<file path="src/rtl/memory_interface.sv">
`default_nettype none
//============================================================================
// memory_interface: MAR/MDR owner turning level-held sequencer strobes into
// single-cycle RAM commands and timing out the RAM latency.   Revision 1.0
//============================================================================
module memory_interface #(
    parameter int ADDR_WIDTH    = 9,
    parameter int DATA_WIDTH    = 32,
    parameter int READ_LATENCY  = 1,
    parameter int WRITE_LATENCY = 1
) (
    input  logic                  Clock,
    input  logic                  Reset,
    input  logic [DATA_WIDTH-1:0] BusMuxOut,
    input  logic                  MAR_enable,
    input  logic                  MDR_enable,
    input  logic                  MDR_read,
    input  logic                  RAM_write,
    input  logic [DATA_WIDTH-1:0] Mem_dout,
    output logic [DATA_WIDTH-1:0] MDR_out,
    output logic [ADDR_WIDTH-1:0] Mem_addr,
    output logic [DATA_WIDTH-1:0] Mem_din,
    output logic                  Mem_rd,
    output logic                  Mem_wr,
    output logic                  Busy,
    output logic                  Done,
    output logic                  Protocol_err
);

    localparam logic [3:0] RD_LAT = 4'(READ_LATENCY);
    localparam logic [3:0] WR_LAT = 4'(WRITE_LATENCY);

    typedef enum logic [1:0] {
        IDLE       = 2'd0,
        READ_WAIT  = 2'd1,
        WRITE_WAIT = 2'd2
    } state_t;

    state_t                  state;
    logic [ADDR_WIDTH-1:0]   mar;
    logic [DATA_WIDTH-1:0]   mdr;
    logic [3:0]              cnt;
    logic                    rd_q;
    logic                    wr_q;
    logic                    rd_lvl;
    logic                    rd_edge;
    logic                    wr_edge;
    logic                    bus_load;

    assign rd_lvl   = MDR_enable & MDR_read;
    assign rd_edge  = rd_lvl & ~rd_q;
    assign wr_edge  = RAM_write & ~wr_q;
    assign bus_load = MDR_enable & ~MDR_read;
    assign MDR_out  = mdr;

    generate
        if (DATA_WIDTH > ADDR_WIDTH) begin : g_unused_bus
            logic unused_bus_hi;
            assign unused_bus_hi = ^BusMuxOut[DATA_WIDTH-1:ADDR_WIDTH];
        end
    endgenerate

    always_ff @(posedge Clock or negedge Reset) begin
        if (!Reset) begin
            state        <= IDLE;
            mar          <= '0;
            mdr          <= '0;
            cnt          <= 4'd0;
            rd_q         <= 1'b0;
            wr_q         <= 1'b0;
            Mem_addr     <= '0;
            Mem_din      <= '0;
            Mem_rd       <= 1'b0;
            Mem_wr       <= 1'b0;
            Busy         <= 1'b0;
            Done         <= 1'b0;
            Protocol_err <= 1'b0;
        end else begin
            rd_q   <= rd_lvl;
            wr_q   <= RAM_write;
            Mem_rd <= 1'b0;
            Mem_wr <= 1'b0;
            Done   <= 1'b0;

            // Mem_addr is latched at issue, so MAR may be reloaded mid-access
            if (MAR_enable) begin
                mar <= BusMuxOut[ADDR_WIDTH-1:0];
            end

            case (state)
                IDLE: begin
                    if (bus_load) begin
                        mdr <= BusMuxOut;
                    end
                    if (rd_edge) begin
                        state    <= READ_WAIT;
                        Mem_addr <= mar;
                        Mem_rd   <= 1'b1;
                        cnt      <= RD_LAT;
                        Busy     <= 1'b1;
                        if (wr_edge) begin
                            Protocol_err <= 1'b1;
                        end
                    end else if (wr_edge) begin
                        state    <= WRITE_WAIT;
                        Mem_addr <= mar;
                        Mem_din  <= mdr;
                        Mem_wr   <= 1'b1;
                        cnt      <= WR_LAT;
                        Busy     <= 1'b1;
                    end
                end
                READ_WAIT, WRITE_WAIT: begin
                    if (rd_edge | wr_edge | bus_load) begin
                        Protocol_err <= 1'b1;
                    end
                    cnt <= cnt - 4'd1;
                    if (cnt == 4'd1) begin
                        state <= IDLE;
                        Busy  <= 1'b0;
                        Done  <= 1'b1;
                        if (state == READ_WAIT) begin
                            mdr <= Mem_dout;
                        end
                    end
                end
                default: begin
                    state <= IDLE;
                end
            endcase
        end
    end

endmodule
`default_nettype wire

</file>
<file path="config.mk">
export PLATFORM = sky130hd
export DESIGN_NAME = memory_interface
export DESIGN_NICKNAME = d
export VERILOG_FILES = /design/src/rtl/memory_interface.sv
export SDC_FILE = /design/constraint.sdc
export NUM_CORES = 1
export LEC_CHECK = 0
export BUFFER_PORTS_ARGS = -buffer_cell sky130_fd_sc_hd__buf_2
export CAP_MARGIN = 0
export CORE_MARGIN = 2
export CORE_UTILIZATION = 40
export DETAILED_ROUTE_END_ITERATION = 16
export HOLD_SLACK_MARGIN = 0.1
export PLACE_DENSITY = 0.67
export SYNTH_ARGS = -nofsm -noshare
export SYNTH_HDL_FRONTEND = slang
export SYNTH_SLANG_ARGS = --single-unit
</file>
<file path="constraint.sdc">
create_clock -name Clock -period 2.3 [get_ports Clock]
set_clock_uncertainty 0.1 [all_clocks]
set_input_delay 0.115 -clock Clock [delete_from_list [all_inputs] [get_ports Clock]]
set_output_delay 0.115 -clock Clock [all_outputs]
set_load 0.05 [all_outputs]
</file>
---- After elaboration in Yosys (flattened, before gate mapping) ----
Index checks and enable logic that the tools add are counted.
word-level totals
  flip-flop bits (word level) ............. 95
  bits in latches ......................... 0
  bits in writable memories ............... 0
  bits in read-only memories .............. 0
  input bits .............................. 70
  output and inout bits ................... 78
  logic and storage cells ................. 72
  memories ................................ 0
operators by class
  $add $sub $neg .......................... 1
  multiply operators ...................... 0
  div/mod/pow operators ................... 0
  magnitude comparators ................... 0
  eq/ne operators ......................... 10
  shifts and indexed selects .............. 0
  muxes and demuxes ....................... 27
  bitwise gates (word level) .............. 10
  reduce and logical (&&, ||, !) cells .... 11
operator list
  operator                                                             number
  32-bit two-way mux                                                   3
  32-bit one-hot mux with 2 select lines                               1
  9-bit two-way mux                                                    2
  1-bit two-way mux                                                    12
  2-bit != test (second input constant)                                6
  4-bit two-way mux                                                    2
  4-bit one-hot mux with 2 select lines                                1
  4-bit AND reduction                                                  2
  2-bit two-way mux                                                    3
  2-bit AND reduction                                                  3
  3-bit AND reduction                                                  2
  1-bit AND                                                            4
  4-bit by 1-bit == test with 1-bit output (second input constant)     1
  1-bit inverter                                                       4
  1-bit one-hot mux with 2 select lines                                2
  2-bit one-hot mux with 2 select lines                                1
  2-bit nonzero test                                                   2
  4-bit by 1-bit subtractor with 4-bit output (second input constant)  1
  3-bit != test (second input constant)                                1
  2-bit by 1-bit == test with 1-bit output (second input constant)     1
  2-bit == test (second input constant)                                1
  2-bit zero test                                                      1
  1-bit bitwise OR                                                     2
  2-bit OR reduction                                                   1

---- Longest topological paths before layout ----
  depth in word-level cells ............... 6
  gate-level depth with buffers ........... 8
  depth with buffers taken out ............ 6

---- Least setup slack after synthesis ----
OpenSTA, ideal clock, no wires.
  path type ............................... register -> register
  start point ............................. register cnt[1]
  end point ............................... register mdr[0], in the netlist MDR_out[0]
  library setup time ...................... 0.126 ns
  data arrival time ....................... 1.822 ns
  required time ........................... 2.074 ns
  path slack .............................. 0.252 ns
  cell stages (with the launch flop) ...... 8
  path buffers ............................ 1
  clock period less this slack ............ 2.048 ns
  path through ............................ dfrtp_1 inv_1 ha_1 or3b_4 a221oi_4 buf_6 nor2b_1 a221o_1
between the ends
  word-level cells in the longest chain between the ends .. 3
RTL lines
  element                                   RTL line  text
  from (decl)                               42        logic [3:0] cnt;
  from (signal assigned)                    117       cnt <= cnt - 4'd1;
  4-bit by 1-bit == test with 1-bit output  118       if (cnt == 4'd1) begin
  2-bit != test (no line)                   -
  4-bit AND reduction (no line)             -
  to (signal assigned)                      93        mdr <= BusMuxOut;
  to (signal assigned)                      123       mdr <= Mem_dout;
  to (decl)                                 41        logic [DATA_WIDTH-1:0] mdr;
No other way between the ends.
A chain may end at the register's enable or synchronous reset.

---- Worst setup path after layout ----
  start point ............................. register state[1]
  end point ............................... register mdr[31], in the netlist MDR_out[31]
between the ends
  word-level cells in the longest chain between the ends .. 4
  elaborated cells between the ends (all ways) .. 10
  classes of those cells .................. 5 x eq/ne; 1 x mux; 4 x reduce/logical
RTL lines
  element                                                                           RTL line  text
  from (decl)                                                                       39        state_t state;
  from (signal assigned)                                                            65        state <= IDLE;
  from (signal assigned)                                                            96        state <= READ_WAIT;
  from (signal assigned)                                                            105       state <= WRITE_WAIT;
  2-bit by 1-bit == test with 1-bit output / 2-bit == test (equally long branches)  90, 122
  2-bit OR reduction                                                                90        case (state)
  2-bit != test (no line) / 2-bit nonzero test (equally long branches)              -
  4-bit AND reduction (no line)                                                     -
Several ways; a longest one is shown, not always the timed one.

==> flow_metrics.py <==
metrics = {
    "routing": {
        "wl_per_cell_um": 15.7,
        "drt_iter0_drc": 79,
        "vias": 3161,
        "wl_um": 10300,
        "drtAntennaViolNets": 0,
        "post-route-drc-count": 0,
        "avgViaCountPerCell": 4.85,
        "first_pass_iters": 5,
    },
    "synth": {
        "synth-seq-cells": 95,
        "syn-num-nets": 356,
        "synth_edf_count": 0,
        "synth_area_leaders": "dfrtp_1, mux2_2, a221o_1, nor2b_1, ha_1",
        "yosysUniqueCellTypes": 29,
        "yosysTopAreaCell": "dfrtp_1",
        "syn_area_per_cell_um2": 13.9,
        "ys_seq_area_share_pct": 60.5,
        "synthDominantCellAreaShare_pct": 60.5,
        "synth_warnings": 0,
        "synth_commonest_cells": "dfrtp_1, mux2_2, nor2b_1, a221o_1, clkbuf_1",
        "synth_flop_cell": "dfrtp_1",
        "netlist_area_um2": 3930,
        "syn_inst": 282,
        "yosys.cell_count.top_type": "dfrtp_1",
        "postSynth.asyncResetShare_pct": 100,
    },
    "sta": {
        "setup_slack_ns": 0.122,
        "fin_crit_ns": 2.18,
        "finalCritPeriodShare_pct": 94.7,
        "finalHoldViolCount": 0,
        "max_slew_margin_pct": 64.4,
        "setup_violations": 0,
        "worstMarginPinSlew_ns": 0.534,
        "tns_ns": 0,
        "drv_slew": 0,
        "clock.fmax_mhz": 459,
        "rsz0062_at_grt": "no",
    },
    "final_layout": {
        "antenna_cells": 0,
        "utilization_pct": 60.6,
        "final.fill_count": 808,
        "syn2layout_area_growth_pct": 48.9,
        "layout.cells.non_filler": 652,
        "fin_nets": 588,
        "drive_gt1_share_pct": 44.1,
    },
    "power": {
        "power_frac_comb_pct": 54.4,
        "power_mw": 8.24,
        "p_leak_nw": 2.92,
        "p_clk_share_pct": 14.0,
        "peakVddDrop_v": 0.000793,
        "p_int_mw": 4.22,
        "p_switching_mw": 4.03,
        "power_density_nw_per_um2": 1410,
        "power_frac_seq_pct": 31.6,
        "sw_frac_of_total_pct": 48.9,
    },
    "grt": {
        "antenna_found_initial": 0,
        "grt_pass1_vias": 3325,
        "gr-usage-all-layers_pct": 19.6,
        "grt_pass1_wl_um": 16000,
        "grt_overflow": 0,
        "grt_max_degree": 96,
    },
    "clocking": {
        "cts_sinks": 95,
        "cts_buffers": 9,
        "post_cts_buffers": 0,
        "insertion_delay_ns": 0.36,
        "cts.clk_slew.worst_paths_ns": 0.10,
        "clockRootBuffer": "clkbuf_8",
        "clockBufferDepth": 2,
        "htreeDepth": 3,
        "cts_tree": "done",
    },
    "die": {
        "die_area_um2": 10600,
        "initial_utilization_pct": 40.7,
        "chipHeight_um": 103,
        "core_um2": 9640,
        "dieWidth_um": 103,
        "num_io_pins": 148,
        "num_rows": 36,
    },
    "worst_hold_path": {
        "min_path_type": "in -> async",
    },
    "job": {
        "drv_cap": 0,
    },
    "worst_setup_path": {
        "crit_type": "reg -> reg",
        "critPathCaptureType": "flip-flop",
        "r2r_slack_ns": 0.12,
        "critPathLaunchType": "flip-flop",
        "cp.arrival_ns": 2.32,
        "endpoint": "MDR_out[31]",
        "worstReg2RegStart": "state[1]",
        "cp_data_required_time_ns": 2.45,
        "reg2reg_depth": 7,
        "rr_endpoint": "MDR_out[31]",
        "crit_path_start": "state[1]",
        "crit_path_max_fanout": 13,
    },
    "place": {
        "dp.final_hpwl_um": 6340,
        "dp_slack_ns": 0.115,
        "dp.cells": 558,
        "numPortBuffers": 147,
        "gp_congestion": 0.808,
    },
    "status": {
        "run_status": "finished clean",
    },
}
## sequential cells by signal (all words and copies together), names as in the netlist, 2 cells and up
register and cells:
MDR_out 32, Mem_din 32, Mem_addr 9, mar 9, cnt 4, state 2
## placed cells by master (no fill, tap or decap), drive strengths merged, types with 2 or more instances in the layout
| master | count |
|---|---|
| dfrtp | 95 |
| buf | 158 |
| ha | 4 |
| dlygate4sd3 | 78 |
| nor2b | 33 |
| nor2 | 3 |
| nand2b | 3 |
| mux2 | 50 |
| a221o | 32 |
| nand3 | 4 |
| o2bb2ai | 2 |
| a21oi | 6 |
| nor3 | 4 |
| clkbuf | 9 |
| nand2 | 7 |
| inv | 13 |
| o21ai | 4 |
## cells by family after synthesis
group	Yosys count	share of synthesized area, %
and+or+nand+nor	58	8.51
muxes	50	14.3
adders and majority gates	4	1.27
buffers and inverters	23	2.87
AOI/OAI and AO/OA	52	12.5
DFF	95	60.5
## per-layer routing
metal	vias up	global-route usage, %	wire length [µm]	share of wire, %
li1	1499	-	-	-
met1	1559	23.6	4310	42
met2	95	34.9	5270	51
met3	8	5.02	575	5.6
met4	0	5.06	99	0.97
met5	-	0	0	0
## power groups by stage
stage          registers (mW)  logic (mW)  clock network [mW]
2_1_floorplan            4.43        1.50                   0
3_3_place_gp             2.61        4.30                   0
3_5_place_dp             2.63        4.37                   0
6_report                 2.61        4.48                1.15
4_1_cts                  2.60        4.50                1.21
5_1_grt                  2.69        4.77                1.27
## final cells by class
class | instances | area, µm² | area share (%)
Clock buffer | 9 | 124 | 2.12
Inverter | 8 | 30.0 | 0.514
Timing Repair Buffer | 236 | 1620 | 27.7
Clock inverter | 7 | 83.8 | 1.43
Sequential cell | 95 | 2380 | 40.7
Multi-Input combinational cell | 164 | 1450 | 24.7
Tap cell | 133 | 166 | 2.85
## critical path, cell delays in order (launching register included)
cell and delay, ns:
dfrtp_1 0.39, inv_1 0.06, ha_1 0.50, o21bai_1 0.18, a221oi_4 0.23, buf_4 0.26, nor2b_1 0.08, a221o_1 0.27
## how the worst min path moves through the flow
| stage | end | depth (start not counted) |
|---|---|---|
| after floorplan | Busy | 0 |
| after detailed placement | Mem_din[24] | 2 |
| final | Mem_wr | 3 |
| after CTS | MDR_out[21] | 3 |
| after global routing | MDR_out[21] | 3 |
| after global placement | Mem_wr | 2 |
## what timing repair did
item	CTS	global route
endpoints found under the hold margin	139	0
endpoints found under the setup margin	0	8
hold buffers	78	0
resized for setup	0	1
## per-stage QoR
stage               instance area (µm²)  hold slack, ns
floorplan                          3930          -0.281
global placement                   4850           0.107
detailed placement                 4850           0.114
CTS                                5840           0.264
global route                       5850           0.292
finish                             5850           0.215
(Power assumes the default switching activity.)
